===== src/rtl/fifo_unpacker_pkg.sv =====
// Shared types and helpers for the fifo_unpacker word-to-chunk serialiser.
package fifo_unpacker_pkg;

  // IDLE: no word held; SHIFT: word held and presented chunk by chunk.
  typedef enum logic {
    IDLE  = 1'b0,
    SHIFT = 1'b1
  } state_t;

  // Chunk-index width; kept at least one bit so degenerate ratios still elaborate far enough to report.
  function automatic int unsigned idx_width(input int unsigned ratio);
    return (ratio > 1) ? $clog2(ratio) : 1;
  endfunction

endpackage


===== src/rtl/fifo_unpacker.sv =====
// Pops IN_W-bit words from a FWFT fifo and emits them as RATIO chunks of OUT_W bits, LSB chunk first.
module fifo_unpacker
  import fifo_unpacker_pkg::*;
#(
  parameter int unsigned IN_W  = 16,
  parameter int unsigned OUT_W = 4
) (
  input  logic             clk_i,
  input  logic             rst_i,
  input  logic             fifo_empty_i,
  input  logic [IN_W-1:0]  fifo_dout_i,
  output logic             fifo_read_o,
  input  logic             flush_i,
  output logic             out_valid_o,
  input  logic             out_ready_i,
  output logic [OUT_W-1:0] out_data_o,
  output logic             out_last_o
);
  localparam int unsigned RATIO = IN_W / OUT_W;
  localparam int unsigned IDX_W = idx_width(RATIO);
  localparam logic [IDX_W-1:0] LAST_IDX = IDX_W'(RATIO - 1);

  if (((IN_W % OUT_W) != 0) || (RATIO < 2)) begin : g_bad_ratio
    $error("fifo_unpacker: IN_W must be an integer multiple of OUT_W with IN_W/OUT_W >= 2");
  end

  state_t                       r_state;
  logic [IN_W-1:0]              r_word;
  logic [IDX_W-1:0]             r_idx;
  logic                         r_valid;
  logic [OUT_W-1:0]             r_data;
  logic                         r_last;

  logic [RATIO-1:0][OUT_W-1:0]  w_word_chunks;
  logic [IDX_W-1:0]             w_idx_inc;
  logic                         w_handshake;
  logic                         w_at_last;
  logic                         w_pop;

  assign w_word_chunks = r_word;
  assign w_idx_inc     = r_idx + 1'b1;
  assign w_handshake   = r_valid & out_ready_i;
  assign w_at_last     = (r_idx == LAST_IDX);

  // Pop when idle, or when the final chunk leaves and another word is waiting; flush and reset suppress it.
  assign w_pop = ~rst_i & ~fifo_empty_i & ~flush_i &
                 ((r_state == IDLE) | (w_handshake & w_at_last));

  assign fifo_read_o = w_pop;
  assign out_valid_o = r_valid;
  assign out_data_o  = r_data;
  assign out_last_o  = r_last;

  // Chunk data and last flag are precomputed for the next index so all outputs stay register-driven.
  always_ff @(posedge clk_i or posedge rst_i) begin
    if (rst_i) begin
      r_state <= IDLE;
      r_word  <= '0;
      r_idx   <= '0;
      r_valid <= 1'b0;
      r_data  <= '0;
      r_last  <= 1'b0;
    end else if (w_pop) begin
      r_state <= SHIFT;
      r_word  <= fifo_dout_i;
      r_idx   <= '0;
      r_valid <= 1'b1;
      r_data  <= fifo_dout_i[OUT_W-1:0];
      r_last  <= 1'b0;
    end else begin
      case (r_state)
        SHIFT: begin
          if (flush_i || (w_handshake && w_at_last)) begin
            r_state <= IDLE;
            r_word  <= '0;
            r_idx   <= '0;
            r_valid <= 1'b0;
            r_data  <= '0;
            r_last  <= 1'b0;
          end else if (w_handshake) begin
            r_idx  <= w_idx_inc;
            r_data <= w_word_chunks[w_idx_inc];
            r_last <= (w_idx_inc == LAST_IDX);
          end
        end
        default: begin
          r_state <= IDLE;
        end
      endcase
    end
  end
endmodule

===== config.mk =====
export PLATFORM = sky130hd
export DESIGN_NAME = fifo_unpacker
export DESIGN_NICKNAME = d
export VERILOG_FILES = /design/src/rtl/fifo_unpacker_pkg.sv /design/src/rtl/fifo_unpacker.sv
export SDC_FILE = /design/constraint.sdc
export NUM_CORES = 1
export LEC_CHECK = 0
export ABC_AREA = 1
export BUFFER_PORTS_ARGS = -buffer_cell sky130_fd_sc_hd__buf_2
export CORE_ASPECT_RATIO = 0.5
export CORE_MARGIN = 4
export CORE_UTILIZATION = 40
export DETAILED_ROUTE_END_ITERATION = 12
export GPL_ROUTABILITY_DRIVEN = 0
export SYNTH_ARGS = -nofsm -noshare
export SYNTH_HDL_FRONTEND = slang
export SYNTH_SLANG_ARGS = --single-unit
export TNS_END_PERCENT = 30

===== constraint.sdc =====
create_clock -name clk_i -period 1.4 [get_ports clk_i]
set_input_delay 0.14 -clock clk_i [delete_from_list [all_inputs] [get_ports clk_i]]
set_output_delay 0.14 -clock clk_i [all_outputs]
set_load 0.05 [all_outputs]

==> impl_metrics.env <==
export IMPL_fin_hold_ws_ps=68.8
export IMPL_finalCoreUtilization_pct=56.5
export IMPL_final_net_count=227
export IMPL_diodes=0
export IMPL_hpwlAfterDp_um=2040
export IMPL_pwr_density_cell_nw_per_um2=1450
export IMPL_path_cells="ha_2, nand3_2, nand2_2, nand2_4, inv_8, buf_8"
export IMPL_synth_top_cells_by_area="dfrtp_1 (47%), nand2_1 (16%), nand3_1 (7.5%)"
export IMPL_number_of_distinct_standard_cells_referenced_by_the_synthesized_netlist=18
export IMPL_gate_count_after_technology_mapping=160
export IMPL_finalCriticalPeriod_ps=1440
export IMPL_placedInstanceArea_um2=1540
export IMPL_grt_first_pass_wirelength_um=5090
export IMPL_firstDrtPassIters=4
export IMPL_route_antenna_remaining_nets=0
export IMPL_post_synth_top_area_fraction_pct=47.0
export IMPL_dieHeight_um=48.8
export IMPL_global_route_usage_total_pct=14.9
export IMPL_num_vias=1109
export IMPL_critPathKind="register to output port"
export IMPL_avgViaCountPerCell=4.56
export IMPL_worst_setup_hold_path_clk_slew_ps=90
export IMPL_initial_utilization_pct=43.1
export IMPL_status="finished, violations left"
export IMPL_detailedRoute_firstIterationViolations=88
export IMPL_yosysSeqAreaShare_pct=47.0
export IMPL_die_width_um=89.6
export IMPL_timing_critical_path_slowest_stage_cell="dfrtp_1"
export IMPL_worst_path_largest_cell_delay_ps=410
export IMPL_path_delay_family="flip-flops"
export IMPL_final_critical_path_setup_slack_ps=-43.9
export IMPL_synth_area_per_cell_um2=8.31
export IMPL_placedCellCount=231
export IMPL_pin_count=28
export IMPL_failed_checks="setup timing"
export IMPL_total_clock_buffers_created_by_cts=3
export IMPL_tritoncts_clock_tree="built"
export IMPL_grt_setup_unrepaired="true"
export IMPL_crit_path_max_fanout=3
export IMPL_max_slew_margin_pct=78.3
export IMPL_clock_path_buffers=2
export IMPL_route_detailed_drc=0
export IMPL_synth_async_sr_flop_share_pct=100
export IMPL_maxCapViolations=0
export IMPL_yosys_area_top_type="dfrtp_1"
export IMPL_grt_start_max_net_pins=26
export IMPL_detail_route_wirelength_um=3000
export IMPL_worst_path_buf_inv=2
export IMPL_leakage_component_of_the_power_uw=0.000941
export IMPL_timing_worst_slew_pin_value_ps=325
export IMPL_first_global_vias=1086
export IMPL_clockRootBuffer="clkbuf_8"
export IMPL_die_area_um2=4370
export IMPL_coreArea_um2=3080
export IMPL_maxSlewViolCount=0
export IMPL_fin_setup_tns_ps=-73.7
export IMPL_yosysWarningCount=0
export IMPL_synth_edff_count=0
export IMPL_tritoncts_num_sinks=25
export IMPL_finalInstanceArea_um2=1740
export IMPL_htree_levels=1
export IMPL_number_of_antenna_violations_at_the_first_check_in_global_routing=0
export IMPL_fp_row_count=14
export IMPL_yosys_top_cells_count="nand2_1 (57), dfrtp_1 (25), nand3_1 (20)"
export IMPL_layout_cells_non_filler=243
export IMPL_timing_critical_path_required_ps=1260
export IMPL_final_count_of_negative_setup_slack_endpoints=5
export IMPL_max_vdd_ir_drop_mv=0.779
export IMPL_fin_skew_ps=2.34
export IMPL_synthesis_nets=183
export IMPL_clk_insertion_delay_late_ps=270
export IMPL_hold_path_class="primary input to register"
export IMPL_gr_total_overflow=0
export IMPL_placement_io_buffers=27
export IMPL_area_growth_pct=31.0
export IMPL_routed_wire_length_per_instance_um=12.3
export IMPL_synth_most_common_cell="nand2_1"
export IMPL_finalCritPeriodShare_pct=103
export IMPL_crit_path_dat_ps=1300
export IMPL_synth_main_ff_cell="dfrtp_1"
export IMPL_synth_ff_latch_count=25
export IMPL_synth_cell_area_um2=1330
export IMPL_max_freq_ghz=0.693
export IMPL_worstSetupStartpointType="register"
export IMPL_post_route_cells_drive_above_1_share_pct=47.3
export IMPL_n_fill_cell=289
export IMPL_worst_setup_path_end_kind="output port"
export IMPL_hold_viol_final=0
## placed cells by master, fill, tap and decap left out, types with 2 or more instances in the layout
cell type | synthesis | layout
o21ai_1 | 7 | 7
buf_2 | 1 | 26
buf_6 | 1 | 3
nor2_1 | 2 | 2
inv_2 | 10 | 10
inv_8 | 0 | 2
o21ai_2 | 10 | 10
clkbuf_8 | 0 | 3
nand2_2 | 1 | 12
nand3_1 | 20 | 15
dfrtp_1 | 25 | 24
inv_4 | 2 | 2
nand3_2 | 2 | 7
inv_1 | 13 | 11
nand2_4 | 4 | 4
nand2_1 | 57 | 46
buf_4 | 0 | 11
## registers in the layout, summed over array words and instances, names as in the netlist
| register | count |
|---|---|
| out_valid_o | 1 |
| r_word | 16 |
| r_idx | 2 |
| r_state | 1 |
| out_data_o | 4 |
| out_last_o | 1 |
## cell type report
type / count / area, µm² / share of cell area (%)
inverters: 26 / 121 / 6.96
well taps: 40 / 50.0 / 2.87
repair buffers: 42 / 272 / 15.6
clock buffers: 4 / 45.0 / 2.58
multi-input cells: 106 / 628 / 36.0
flip-flops and latches: 25 / 627 / 36.0
## power by group
group	switching, µW	internal [µW]
combinational	735	427
clock	226	204
sequential	72.6	858
total	1030	1490
## worst paths after layout
check                                start             to  slack (ps)  cells after the start
setup / recovery                  r_idx[1]    fifo_read_o         -40                      6
hold / removal             fifo_dout_i[14]     r_word[14]          70                      3
setup reg to reg                  r_idx[1]  out_data_o[1]         -10                     10
hold reg to reg              out_data_o[1]  out_data_o[1]         520                      2
max in group asynchronous            rst_i    out_valid_o         650                      4
min in group asynchronous            rst_i  out_data_o[0]         490                      4
## stage by stage
stage | setup WS (ps) | total power (µW)
2_1_floorplan | 8.29 | 1670
5_1_grt | -100 | 2710
3_3_place_gp | -12.0 | 1930
4_1_cts | -28.1 | 2450
6_report | -43.9 | 2520
3_5_place_dp | -52.9 | 1930
## kinds of logic after synthesis
kind of cell	count (synthesis)	share of synthesized area (%)
flip-flops	25	47.0
AND/OR/NAND/NOR	87	31.0
adder cells (fa/ha/maj)	2	1.88
buffers and inverters	29	10.8
AO/OA/AOI/OAI	17	9.22
## what timing repair did
item	in CTS	in global routing
buffers inserted	6	1
hold endpoints to repair	25	0
gates resized for setup	11	16
setup endpoints to repair	5	25
pin swaps	3	7
hold buffers	1	0
## routing by layer
layer	track usage (%)	up-vias	wire length, µm	part of all wire [%]
li1	-	588	-	-
met1	22.5	489	1530	51
met2	20.1	26	1280	43
met3	5.56	6	160	5.3
met4	2.48	0	28	0.93
met5	0	-	0	0
## worst min-delay path, delay by kind of cell
family	cells	cell delay [ps]
simple gates	1	50
compound gates	1	40
buf+inv	1	80
(Power assumes the default switching activity.)
